==> src/rtl/xor_fault_monitor.sv <==
// Drives the 6-bit vector into the laser-target XOR gate, samples the gate output
// after a settle window, and records mismatches (laser-induced faults).
module xor_fault_monitor #(
  parameter int unsigned SETTLE_CYCLES = 4,
  parameter int unsigned SYNC_STAGES   = 2,
  parameter int unsigned CNT_W         = 16
) (
  input  logic             clk,
  input  logic             rst_n,
  input  logic             run,
  input  logic             clear,
  input  logic             q_in,
  output logic [5:0]       a_out,
  output logic             busy,
  output logic             sweep_done,
  output logic             fault,
  output logic [CNT_W-1:0] fault_count,
  output logic [5:0]       fault_vec
);

  localparam int unsigned VEC_W    = 6;
  localparam int unsigned TMR_LOAD = SETTLE_CYCLES + SYNC_STAGES;
  localparam int unsigned TMR_W    = $clog2(TMR_LOAD + 1);
  localparam logic [VEC_W-1:0] LAST_VEC = '1;
  localparam logic [CNT_W-1:0] CNT_MAX  = '1;

  typedef enum logic [1:0] {
    IDLE   = 2'd0,
    DRIVE  = 2'd1,
    SETTLE = 2'd2,
    SAMPLE = 2'd3
  } state_t;

  state_t             state;
  logic [VEC_W-1:0]   vec_cnt;
  logic [TMR_W-1:0]   timer;
  logic [SYNC_STAGES-1:0] sync_q;
  logic               q_sync;

  logic               mismatch_c;
  logic               fault_base_c;
  logic [CNT_W-1:0]   cnt_base_c;
  logic [VEC_W-1:0]   vec_base_c;

  // Bring the asynchronous gate output into the clk domain
  always_ff @(posedge clk or negedge rst_n) begin
    if (!rst_n) begin
      sync_q <= '0;
    end else begin
      sync_q <= {sync_q[SYNC_STAGES-2:0], q_in};
    end
  end

  assign q_sync = sync_q[SYNC_STAGES-1];

  // Mismatch detect; clear is folded into the base so a coincident fault counts as the first one
  always_comb begin
    mismatch_c   = (state == SAMPLE) && (q_sync != (^a_out));
    fault_base_c = clear ? 1'b0 : fault;
    cnt_base_c   = clear ? '0 : fault_count;
    vec_base_c   = clear ? '0 : fault_vec;
  end

  // Fault status: sticky flag, saturating count, first faulting vector
  always_ff @(posedge clk or negedge rst_n) begin
    if (!rst_n) begin
      fault       <= 1'b0;
      fault_count <= '0;
      fault_vec   <= '0;
    end else begin
      fault       <= fault_base_c | mismatch_c;
      fault_count <= cnt_base_c;
      fault_vec   <= vec_base_c;
      if (mismatch_c) begin
        if (cnt_base_c != CNT_MAX) begin
          fault_count <= cnt_base_c + CNT_W'(1);
        end
        if (!fault_base_c) begin
          fault_vec <= a_out;
        end
      end
    end
  end

  // Sweep FSM: drive vector, wait settle + sync latency, sample, advance
  always_ff @(posedge clk or negedge rst_n) begin
    if (!rst_n) begin
      state      <= IDLE;
      busy       <= 1'b0;
      vec_cnt    <= '0;
      timer      <= '0;
      a_out      <= '0;
      sweep_done <= 1'b0;
    end else begin
      sweep_done <= 1'b0;
      case (state)
        IDLE: begin
          if (run) begin
            state <= DRIVE;
            busy  <= 1'b1;
          end
        end
        DRIVE: begin
          a_out <= vec_cnt;
          timer <= TMR_W'(TMR_LOAD);
          state <= SETTLE;
        end
        SETTLE: begin
          if (timer == TMR_W'(1)) begin
            state <= SAMPLE;
          end else begin
            timer <= timer - TMR_W'(1);
          end
        end
        SAMPLE: begin
          vec_cnt    <= vec_cnt + VEC_W'(1);
          sweep_done <= (vec_cnt == LAST_VEC);
          if (run) begin
            state <= DRIVE;
          end else begin
            state <= IDLE;
            busy  <= 1'b0;
          end
        end
        default: begin
          state <= IDLE;
          busy  <= 1'b0;
        end
      endcase
    end
  end

endmodule

==> config.mk <==
export PLATFORM = sky130hd
export DESIGN_NAME = xor_fault_monitor
export DESIGN_NICKNAME = d
export VERILOG_FILES = /design/src/rtl/xor_fault_monitor.sv
export SDC_FILE = /design/constraint.sdc
export NUM_CORES = 1
export LEC_CHECK = 0
export CAP_MARGIN = 10
export CELL_PAD_IN_SITES_DETAIL_PLACEMENT = 1
export CELL_PAD_IN_SITES_GLOBAL_PLACEMENT = 2
export CORE_MARGIN = 5
export CORE_UTILIZATION = 30
export CTS_BUF_LIST = sky130_fd_sc_hd__clkbuf_4 sky130_fd_sc_hd__clkbuf_8
export DETAILED_ROUTE_END_ITERATION = 16
export PLACE_DENSITY = 0.75
export SLEW_MARGIN = 5
export SYNTH_ARGS = -nofsm -noshare
export SYNTH_HDL_FRONTEND = slang
export SYNTH_SLANG_ARGS = --single-unit
==> constraint.sdc <==
create_clock -name clk -period 4 [get_ports clk]
set_clock_uncertainty 0.2 [all_clocks]
set_input_delay 0.8 -clock clk [delete_from_list [all_inputs] [get_ports clk]]
set_output_delay 0.8 -clock clk [all_outputs]
set_load 0.1 [all_outputs]
; Word level (Yosys, flattened, before mapping)
; Index checks and enable logic that the tools add are counted.
[word_totals]
memories = 0
ramBits = 0
word_cells = 50
out_inout_bits = 31
inputBits = 5
rom_bits = 0
latchBits = 0
regBits = 44
[op_classes]
mux = 17
n_bitwise = 1
div_mod_pow = 0
eq_ne = 11
n_lt_le_gt_ge = 0
n_shift = 0
add_sub_neg = 3
reduce_logical = 8
mul = 0
[op_table]
columns = op, n
row1 = $mux 16, 3
row2 = $mux 6, 3
row3 = $add 16x1->16 const B, 1
row4 = $ne 16x16->1 const B, 1
row5 = $ne 2x2->1 const B, 4
row6 = $pmux 2 s4, 1
row7 = $add 6x1->6 const B, 1
row8 = $eq 6x6->1 const B, 1
row9 = $pmux 3 s2, 1
row10 = $reduce_xor 6->1, 1
row11 = $mux 1, 5
row12 = $eq 2x2->1 const B, 2
row13 = $mux 2, 2
row14 = $reduce_and 2->1, 2
row15 = $reduce_bool 2->1, 2
row16 = $eq 3x1->1 const B, 1
row17 = $mux 3, 1
row18 = $reduce_and 3->1, 1
row19 = $sub 3x1->3 const B, 1
row20 = $eq 2x1->1 const B, 1
row21 = $logic_not 2->1, 1
row22 = $pmux 1 s2, 1
row23 = $logic_and 1x1->1, 1
row24 = $ne 1x1->1, 1
row25 = $or 1x1->1, 1

; Logic depth before layout (Yosys ltp)
[depth]
depth_word = 4
depth_mapped = 8
depth_no_buf = 7

; Worst setup path before layout
; OpenSTA, ideal clock, no wires.
[synth_timing]
path_kind = reg2reg
from = register fault_count[0]
to = register fault_count[1]
setup_time_ps = 125
t_arrival_ps = 2577
path_slack_ps = 1099
stages_incl_launch_ff = 8
period_less_slack_ps = 2901
required_ps = 3675
cell_sequence = dfrtp_1 nor2b_1 ha_1 and4b_1 nand4_1 nor2_1 nor2_1 mux2_2
[synth_between]
elab_chain_len = 4
word_cells_on_any_way = 5
[synth_rtl]
columns = element, line_no
row1 = "start, declared", 17  ; output logic [CNT_W-1:0] fault_count,
row2 = "start signal, assigned", 72  ; fault_count <= cnt_base_c;
row3 = "start signal, assigned", 76  ; fault_count <= cnt_base_c + CNT_W'(1);
row4 = $mux 16 *, 60  ; cnt_base_c = clear ? '0 : fault_count;
row5 = $add 16x1->16 or $ne 16x16->1 (tied branches), "76, 75"
row6 = $mux 16 *, 75  ; if (cnt_base_c != CNT_MAX) begin
row7 = $mux 16 *, 74  ; if (mismatch_c) begin
; Every way passes the cells marked *; elsewhere a longest branch is shown, timed or not.
; A chain may end at the register's enable or synchronous reset.

; Final worst setup path
[layout_timing]
from = input clear
to = register fault_count[1]
[layout_between]
elab_chain_len = 4
word_cells_on_any_way = 5
[layout_rtl]
columns = element, line_no
row1 = "start, declared", 11  ; input logic clear,
row2 = $mux 16 *, 60
row3 = $add 16x1->16 or $ne 16x16->1 (tied branches), "76, 75"
row4 = $mux 16, 75
row5 = $mux 16 *, 74
; Marks and branches as above.

==> metrics.csv <==
metric;value;unit
mappedNetlistNets;203;
worst_path_largest_cell_delay;0.53;ns
yosys_most_used_dff;dfrtp_1;
critPathLaunchType;input pin;
drt_iter0_drc;51;
rsz0062_at_grt;false;
globalplace.congestion;0.7304;
first_pass_iters;4;
multi_input_area;0.001022;sq mm
status;completed;
dpl_cell_area;0.002638;sq mm
design_area;0.002730;sq mm
cts.sinks;44;
rows;31;
synth.cell_area;0.002172;sq mm
cts_resized;0;
yosys_warnings;0;
switching_share;48.04;%
setup_viol;0;
grt-ovfl-total;0;
critPathMaxFanout;8;
fillers;805;
crit_slowest_cell;clkdlybuf4s50_1;
leakagePower;0.001189;uW
grt_pass1_vias;1660;
synth_cell_type_count;40;
netlist_instances;190;
synth_edf_count;0;
cp_cell_sequence;clkdlybuf4s50_1 -> nor2b_1 -> ha_1 -> and4b_1 -> nand4_1 -> nor2_1 -> nor2_1 -> mux2_2;
num_vias;1543;
die_w;95.09;um
clkPwrFrac;14.2;%
synthTopCellsByArea;dfrtp_1, xnor2_1, mux2_2, ha_1, nand2_1;
min_period_over_period;80.31;%
yosysSeqAreaShare;50.69;%
die-area;0.009042;sq mm
irDropWorstVdd;262.2;uV
clock_latency;0.29;ns
post-cts-setup-buffers;0;
period_minus_slack;3.212;ns
cts_buffers;5;
routed_via_density;4.676;
clk_pin_slew;0.08;ns
yosysMostFrequentCell;dfrtp_1;
setup-tns-final;0;ns
regArea;0.001101;sq mm
grt_use_total;11.60;%
arrival;3.19;ns
die_y;95.09;um
p_sw;963.8;uW
crit_path_frequent_cell;nor2_1;
antenna_found_initial;0;
grt_max_degree;45;
start_util;30.43;%
worst_slack;0.7877;ns
cap_violations;0;
end_kind;flip-flop;
intPower;1042;uW
yosysTopAreaCellShare;50.69;%
synthTopCellsByCount;dfrtp_1, nand2_1, xnor2_1, nor2_1, mux2_2;
drc;0;
synth.largest_area_cell;dfrtp_1;
hold_viol;0;
cts_tree;yes;
slew_headroom;33.79;%
async_flop_share;100.0;%
ys_ff_latch;44;
antennaDiodeCount;0;
dp_hpwl;3463;um
nNetsFinal;243;
power_frac_comb;53.1;%
report.final.slew_viol_count;0;
cts_buffer_depth;2;
core-area;0.007137;sq mm
layout-drive-gt1-share;11.26;%
hold_path.class;reg2reg;
root_buffer;clkbuf_8;
seqPwrFrac;32.7;%
postCtsHoldBufs;0;
numPortBuffers;35;
power_density;734.9;mW/mm^2
wirelength;4628;um
antenna_left;0;
critical_path_class;in2reg;
grt_pass1_wl;8066;um
fmax;311.3;MHz
htreeDepth;2;
worst_slew_pin_slew;0.9932;ns
wl_per_cell;14.02;um
worstPathRequired;3.98;ns
syn_area_per_cell;11.43;sq um
place_ws;0.5143;ns
area_growth;25.69;%
ioPinCount;36;
-- worst paths after layout --
kind	cells after the start	endpoint	slack, ns	start
max	8	fault_count[1]	0.79	clear
min	0	sync_q[1]	0.16	sync_q[0]
max reg2reg	7	fault_count[1]	1.48	fault_count[0]
min reg2reg	0	sync_q[1]	0.16	sync_q[0]
max in group asynchronous	1	vec_cnt[4]	2.51	rst_n
min in group asynchronous	1	sweep_done	0.47	rst_n
-- registers in the layout (all words and copies together), names as in the netlist --
name / count
a_out: 6
fault: 1
sweep_done: 1
timer: 3
sync_q: 2
fault_vec: 6
busy: 1
fault_count: 16
state: 2
vec_cnt: 6
-- power groups by stage --
stage	Combinational (uW)	Clock (uW)	Sequential, uW
2_1_floorplan	464	0	1040
3_3_place_gp	1060	0	666
3_5_place_dp	1080	0	668
4_1_cts	1090	299	660
5_1_grt	1160	321	679
6_report	1070	285	656
-- cells in the final DEF (no fill, tap or decap), types with 2 or more instances in the layout --
cell,count
o211ai_1,2
a21o_1,2
clkdlybuf4s50_1,34
and3b_1,2
xor2_1,4
nand4_1,8
nand2_1,17
and3_1,2
a21oi_1,2
mux2_2,10
o21ai_0,4
dfrtp_1,44
nand2b_1,2
nand3_1,5
ha_1,8
nor2_1,12
inv_1,9
clkinv_2,2
and2_1,3
nor2b_1,8
a22o_1,7
and4_1,3
clkbuf_8,6
xnor2_1,15
-- logic make-up after synthesis --
family | count (synthesis) | share of synthesized area, %
muxes | 11 | 5.645
AOI/OAI and AO/OA | 23 | 7.776
xor gates and xnor gates | 21 | 9.908
adders and majority gates | 8 | 4.608
and+or+nand+nor | 70 | 19.12
DFF | 44 | 50.69
buffers and inverters | 13 | 2.246
-- layout make-up --
type	count	area share (%)
Inverter	10	1.375
Tap cell	99	4.537
Multi-Input combinational cell	133	37.44
Timing Repair Buffer	36	12.92
Sequential cell	44	40.33
Clock buffer	6	3.025
Clock inverter	2	0.3666
-- stage by stage --
step	power (uW)	utilization, %	hold WS [ns]	std cells
global placement	1729	36.96	0.1338	322
floorplan	1500	-	0.1312	190
finish	2006	38.25	0.1560	330
global route	2155	38.25	0.1594	330
CTS	2045	38.25	0.1593	330
detailed placement	1747	36.96	0.1451	322
-- critical path, delay by kind of cell --
kind                     cells  cell delay (ns)
buffers and inverters        1             0.53
multiplexers                 1             0.29
adder cells (fa/ha/maj)      1             0.22
AND/OR/NAND/NOR              5             1.35
-- metal layers --
layer | global-route usage [%] | share of wire, % | up-vias
met5 | 0 | 0 | -
li1 | - | - | 745
met3 | 2.684 | 3.7 | 5
met2 | 18.13 | 46 | 26
met1 | 15.62 | 49 | 767
met4 | 4.327 | 1.5 | 0
(Power assumes the default switching activity.)
==> RTL edit 1 (config.mk and constraints unchanged) <==
`CNT_W`: 16 -> 32.
--- a/src/rtl/xor_fault_monitor.sv
+++ b/src/rtl/xor_fault_monitor.sv
@@ -3,7 +3,7 @@
 module xor_fault_monitor #(
   parameter int unsigned SETTLE_CYCLES = 4,
   parameter int unsigned SYNC_STAGES   = 2,
-  parameter int unsigned CNT_W         = 16
+  parameter int unsigned CNT_W         = 32
 ) (
   input  logic             clk,
   input  logic             rst_n,
Ports: changed (resized fault_count); port bits go from 36 to 52. The function was not compared with the original's and may differ.
==> RTL edit 1 against the unedited design <==
  * Setup slack got worse by 0.15 ns
  * Count of clock-buffer cells in the layout rose by 3
  * Power up 22%
  * Via count grew 71%
  * Final area is 51% higher
  * Cell count grew 57%
  * Maximum frequency is 4.5% lower
  * Sequential cell count increased by 16
  * Area after synthesis grew 48%
  * Wire length is 92% higher
  * Critical endpoint is now fault_count[26]$_DFF_PN0_
==> RTL edit 1: results (changes against the unedited design) <==
| Metric | Value |
|---|---|
| Status | `finished clean` |
| Nets | `389 (+60%)` |
| Max incr delay on CP | `0.68 ns (+0.15 ns)` |
| Slew @ Worst Pin | `1.02 ns (+0.0298 ns)` |
| FF-to-FF path depth | `5 (-2)` |
| Signal buffers | `63 (+75%)` |
| Register share of total power | `0.338 (+0.011)` |
| Layout cell share with drive strength beyond 1 | `0.150 (+0.0371)` |
| Placed wire-length estimate | `6.43 mm (+86%)` |
| Max reg flops | `32 (+16)` |
| Critical Path AT | `3.40 ns (+0.21 ns)` |
| Multi-input combinational area share | `0.387 (+0.0128)` |
| Reg2reg end | `fault_count[12]$_DFF_PN0_` |
| Critical Path Fanout Max | `13 (+5)` |
| Seq/total area | `0.364 (-0.0389)` |
| Synth Area in XOR/XNOR | `0.0578 (-0.0413)` |
| Fillers | `1202 (+49%)` |
| Dpl cells | `501 (+56%)` |
| Gr usage total | `0.142 (+0.0259)` |
| Clk cell area share | `0.0498 (+0.0159)` |
| Via density | `5.09 (+8.9%)` |
| Synth Area in Compound Gates | `0.0703 (-0.00751)` |
| Worst VDD drop | `0.000654 V (+150%)` |
| Worst hold slack | `0.166 ns (+0.00997 ns)` |
| Post-synthesis mux area share | `0.0851 (+0.0286)` |
| H-tree depth | `3 (+1)` |
| Commonest cells in the netlist | `60 x dfrtp_1, 25 x nand2_1, 24 x nor2_1` |
| Sequential area share after synthesis | `0.468 (-0.0385)` |
| Netlist cell types | `43 (+7.5%)` |
| Inverter count | `14 (+4)` |
-- RTL edit 1: cell types whose count changed in the layout (fill, tap and decap cells not counted), sizes merged, moves of 12 or more --
cell / change
nor4: +14
mux2: +13
clkdlybuf4s50: +16
dfrtp: +16
nor2: +12
nand3: +12
-- RTL edit 1: routing by layer --
| metal | vias to the layer above | global-route usage | wire length, um |
|---|---|---|---|
| met4 | 0 | 0.0401 | 77 |
| met5 | - | 0 | 0 |
| met3 | 8 | 0.0446 | 422 |
| met1 | 1336 | 0.176 | 4070 |
| li1 | 1244 | - | - |
| met2 | 45 | 0.239 | 4310 |
-- RTL edit 1: per-stage QoR --
stage	setup slack [ns]	instance area [um^2]
6_report	0.636	4120
5_1_grt	0.458	4120
4_1_cts	0.675	4120
3_5_place_dp	0.344	3920
3_3_place_gp	0.408	3920
2_1_floorplan	0.837	3210
==> RTL edit 2 (same flow settings) <==
Made on the original files. The 4 states of `state_t` get a one-hot encoding in 4 bits.
--- a/src/rtl/xor_fault_monitor.sv
+++ b/src/rtl/xor_fault_monitor.sv
@@ -24,11 +24,11 @@
   localparam logic [VEC_W-1:0] LAST_VEC = '1;
   localparam logic [CNT_W-1:0] CNT_MAX  = '1;
 
-  typedef enum logic [1:0] {
-    IDLE   = 2'd0,
-    DRIVE  = 2'd1,
-    SETTLE = 2'd2,
-    SAMPLE = 2'd3
+  typedef enum logic [3:0] {
+    IDLE   = 4'b0001,
+    DRIVE  = 4'b0010,
+    SETTLE = 4'b0100,
+    SAMPLE = 4'b1000
   } state_t;
 
   state_t             state;
Behaviour: no difference found for any inputs over 10 cycles, from zero or initial values and one cycle with rst_n low; not proved beyond that.
==> RTL edit 2 against the unedited design <==
  * Sequential cell count increased by 2
  * Wire length increased by 5.9%
  * Setup slack got worse by 0.041 ns
  * Area after synthesis increased by 2.8%
  * Final area increased by 3.2%
  * Global-route usage about the same
  * Critical path type unchanged
  * Largest cell class unchanged
  * Highest routed layer unchanged
Power is not compared: it rests on default switching activity, and its combinational part moved more than twofold at a synthesized area within 25%.
==> RTL edit 2: results (changes against the unedited design) <==
| Metric | Value |
|---|---|
| Nets | `239 (-1.6%)` |
| Routability congestion estimate | `0.737 (+0.85%)` |
| Reg2reg end | `fault_count[8]$_DFF_PN0_` |
| IO buf count | `35 (unchanged)` |
| Clock Latency Late Sink | `0.30 ns` |
| Critical Path AT | `3.25 ns (+0.06 ns)` |
| Syn Nets | `199 (-2.0%)` |
| RR Startpoint | `a_out[5]$_DFFE_PN0P_` |
| Final worst slack | `0.747 ns (-0.0410 ns)` |
| Global-route wire length before repair | `8.25 mm (+2.3%)` |
| Largest net degree at the start of global routing | `47 (+4.4%)` |
| Root Driver | `clkbuf_8` |
| Dpl cells | `322 (unchanged)` |
| Initial antenna violation count | `0 (unchanged)` |
| Layout cell share with drive strength beyond 1 | `0.134 (+0.0216)` |
| Status | `finished clean` |
| Min-delay src | `sync_q[0]$_DFF_PN0_` |
| FF-to-FF path depth | `5 (-2)` |
| WHS Endpoint | `sync_q[1]$_DFF_PN0_` |
| Yosys warnings | `0 (unchanged)` |
| Vias in the first global route | `1666 (+0.36%)` |
| Class of the tightest hold or removal check | `flip-flop to flip-flop` |
| Max cap viols | `0 (unchanged)` |
| Via density | `4.64 (-0.84%)` |
| Placed wire-length estimate | `3.55 mm (+2.4%)` |
| Gr usage total | `0.116 (about the same)` |
| Commonest cells in the netlist | `45 x dfrtp_1, 19 x xnor2_1, 15 x nand2_1` |
| Post-Syn Instances | `190 (unchanged)` |
| Post-synthesis mux area share | `0.0471 (-0.00937)` |
| Hold depth | `0 (unchanged)` |
| Setup crit end kind | `flip-flop` |
| Synth Area in Adders | `0.0224 (-0.0237)` |
| Setup Slack @ Placement | `0.404 ns (-0.111 ns)` |
| Synth Area in Compound Gates | `0.0740 (-0.00377)` |
| Largest cells by area after synthesis | `dfrtp_1 50%, xnor2_1 7.5%, mux2_2 4.0%` |
| DRT Pass-1 Iters | `4 (unchanged)` |
| CTS buffer count | `5 (unchanged)` |
| Max reg flops | `16 (unchanged)` |
| Critical Path Fanout Max | `10 (+2)` |
| Slew @ Worst Pin | `1.04 ns (+0.0487 ns)` |
| Fillers | `803 (-0.25%)` |
| Netlist cell types | `40 (unchanged)` |
| Worst VDD drop | `roughly 0.00015 V` |
| Sequential area share after synthesis | `0.516 (+0.00934)` |
| Iter 0 DRT Violations | `31 (-39%)` |
| Synth Area in XOR/XNOR | `0.124 (+0.0248)` |
| Static leakage | `approximately 0.0012 uW` |
| Worst hold slack | `0.155 ns (-0.00132 ns)` |
| Post-placement cell area | `2710 um^2 (+2.6%)` |
| Routed wire length | `4.90 mm (+5.9%)` |
-- RTL edit 2: changes by cell type after synthesis, moves of 2 or more --
| cell | before | now |
|---|---|---|
| nor2_1 | 12 | 6 |
| xnor2_1 | 15 | 19 |
| and3b_1 | 2 | 0 |
| a21o_1 | 2 | 0 |
| a22o_1 | 7 | 5 |
| inv_1 | 9 | 7 |
| buf_2 | 0 | 3 |
| mux2_2 | 10 | 8 |
| ha_1 | 8 | 4 |
| nor2b_1 | 8 | 14 |
| and4b_1 | 1 | 4 |
| nand2_1 | 17 | 15 |
| a21oi_1 | 2 | 7 |
-- RTL edit 2: power by group --
group / internal (uW) / switching [uW] / leakage (uW) / total, uW
Clock: 187 / 166 / 0.0000585 / 354
Combinational: 110 / 175 / 0.000562 / 284
Sequential: 511 / 52.9 / 0.000621 / 564
-- RTL edit 2: area by class of cell --
type,count,area [um^2],area share
well taps,99,124,0.0440
clock buffers,5,68.8,0.0244
clock inverters,3,43.8,0.0155
multi-input cells,131,1030,0.365
inverters,7,26.3,0.00933
repair buffers,39,375,0.133
flip-flops and latches,46,1150,0.409
-- RTL edit 2: critical path: stages --
cell and delay [ns]:
clkdlybuf4s50_1 0.67, nor2b_1 0.14, ha_1 0.23, and4b_1 0.22, and4_1 0.24, a211oi_4 0.46
nand4_2 0.17, mux2_4 0.31
-- RTL edit 2: routing by layer --
layer / global-route usage / routed length, um
met1: 0.159 / 2410
met2: 0.173 / 2210
met3: 0.0461 / 248
met4: 0.0249 / 36
met5: 0 / 0
-- RTL edit 2: kinds of logic (layout without fill, tap and decap cells) --
group,after synthesis,count (layout)
xor gates and xnor gates,26,26
buffers and inverters,13,54
DFF,46,46
adders and majority gates,4,4
AOI/OAI and AO/OA,20,20
muxes,9,9
and+or+nand+nor,72,72
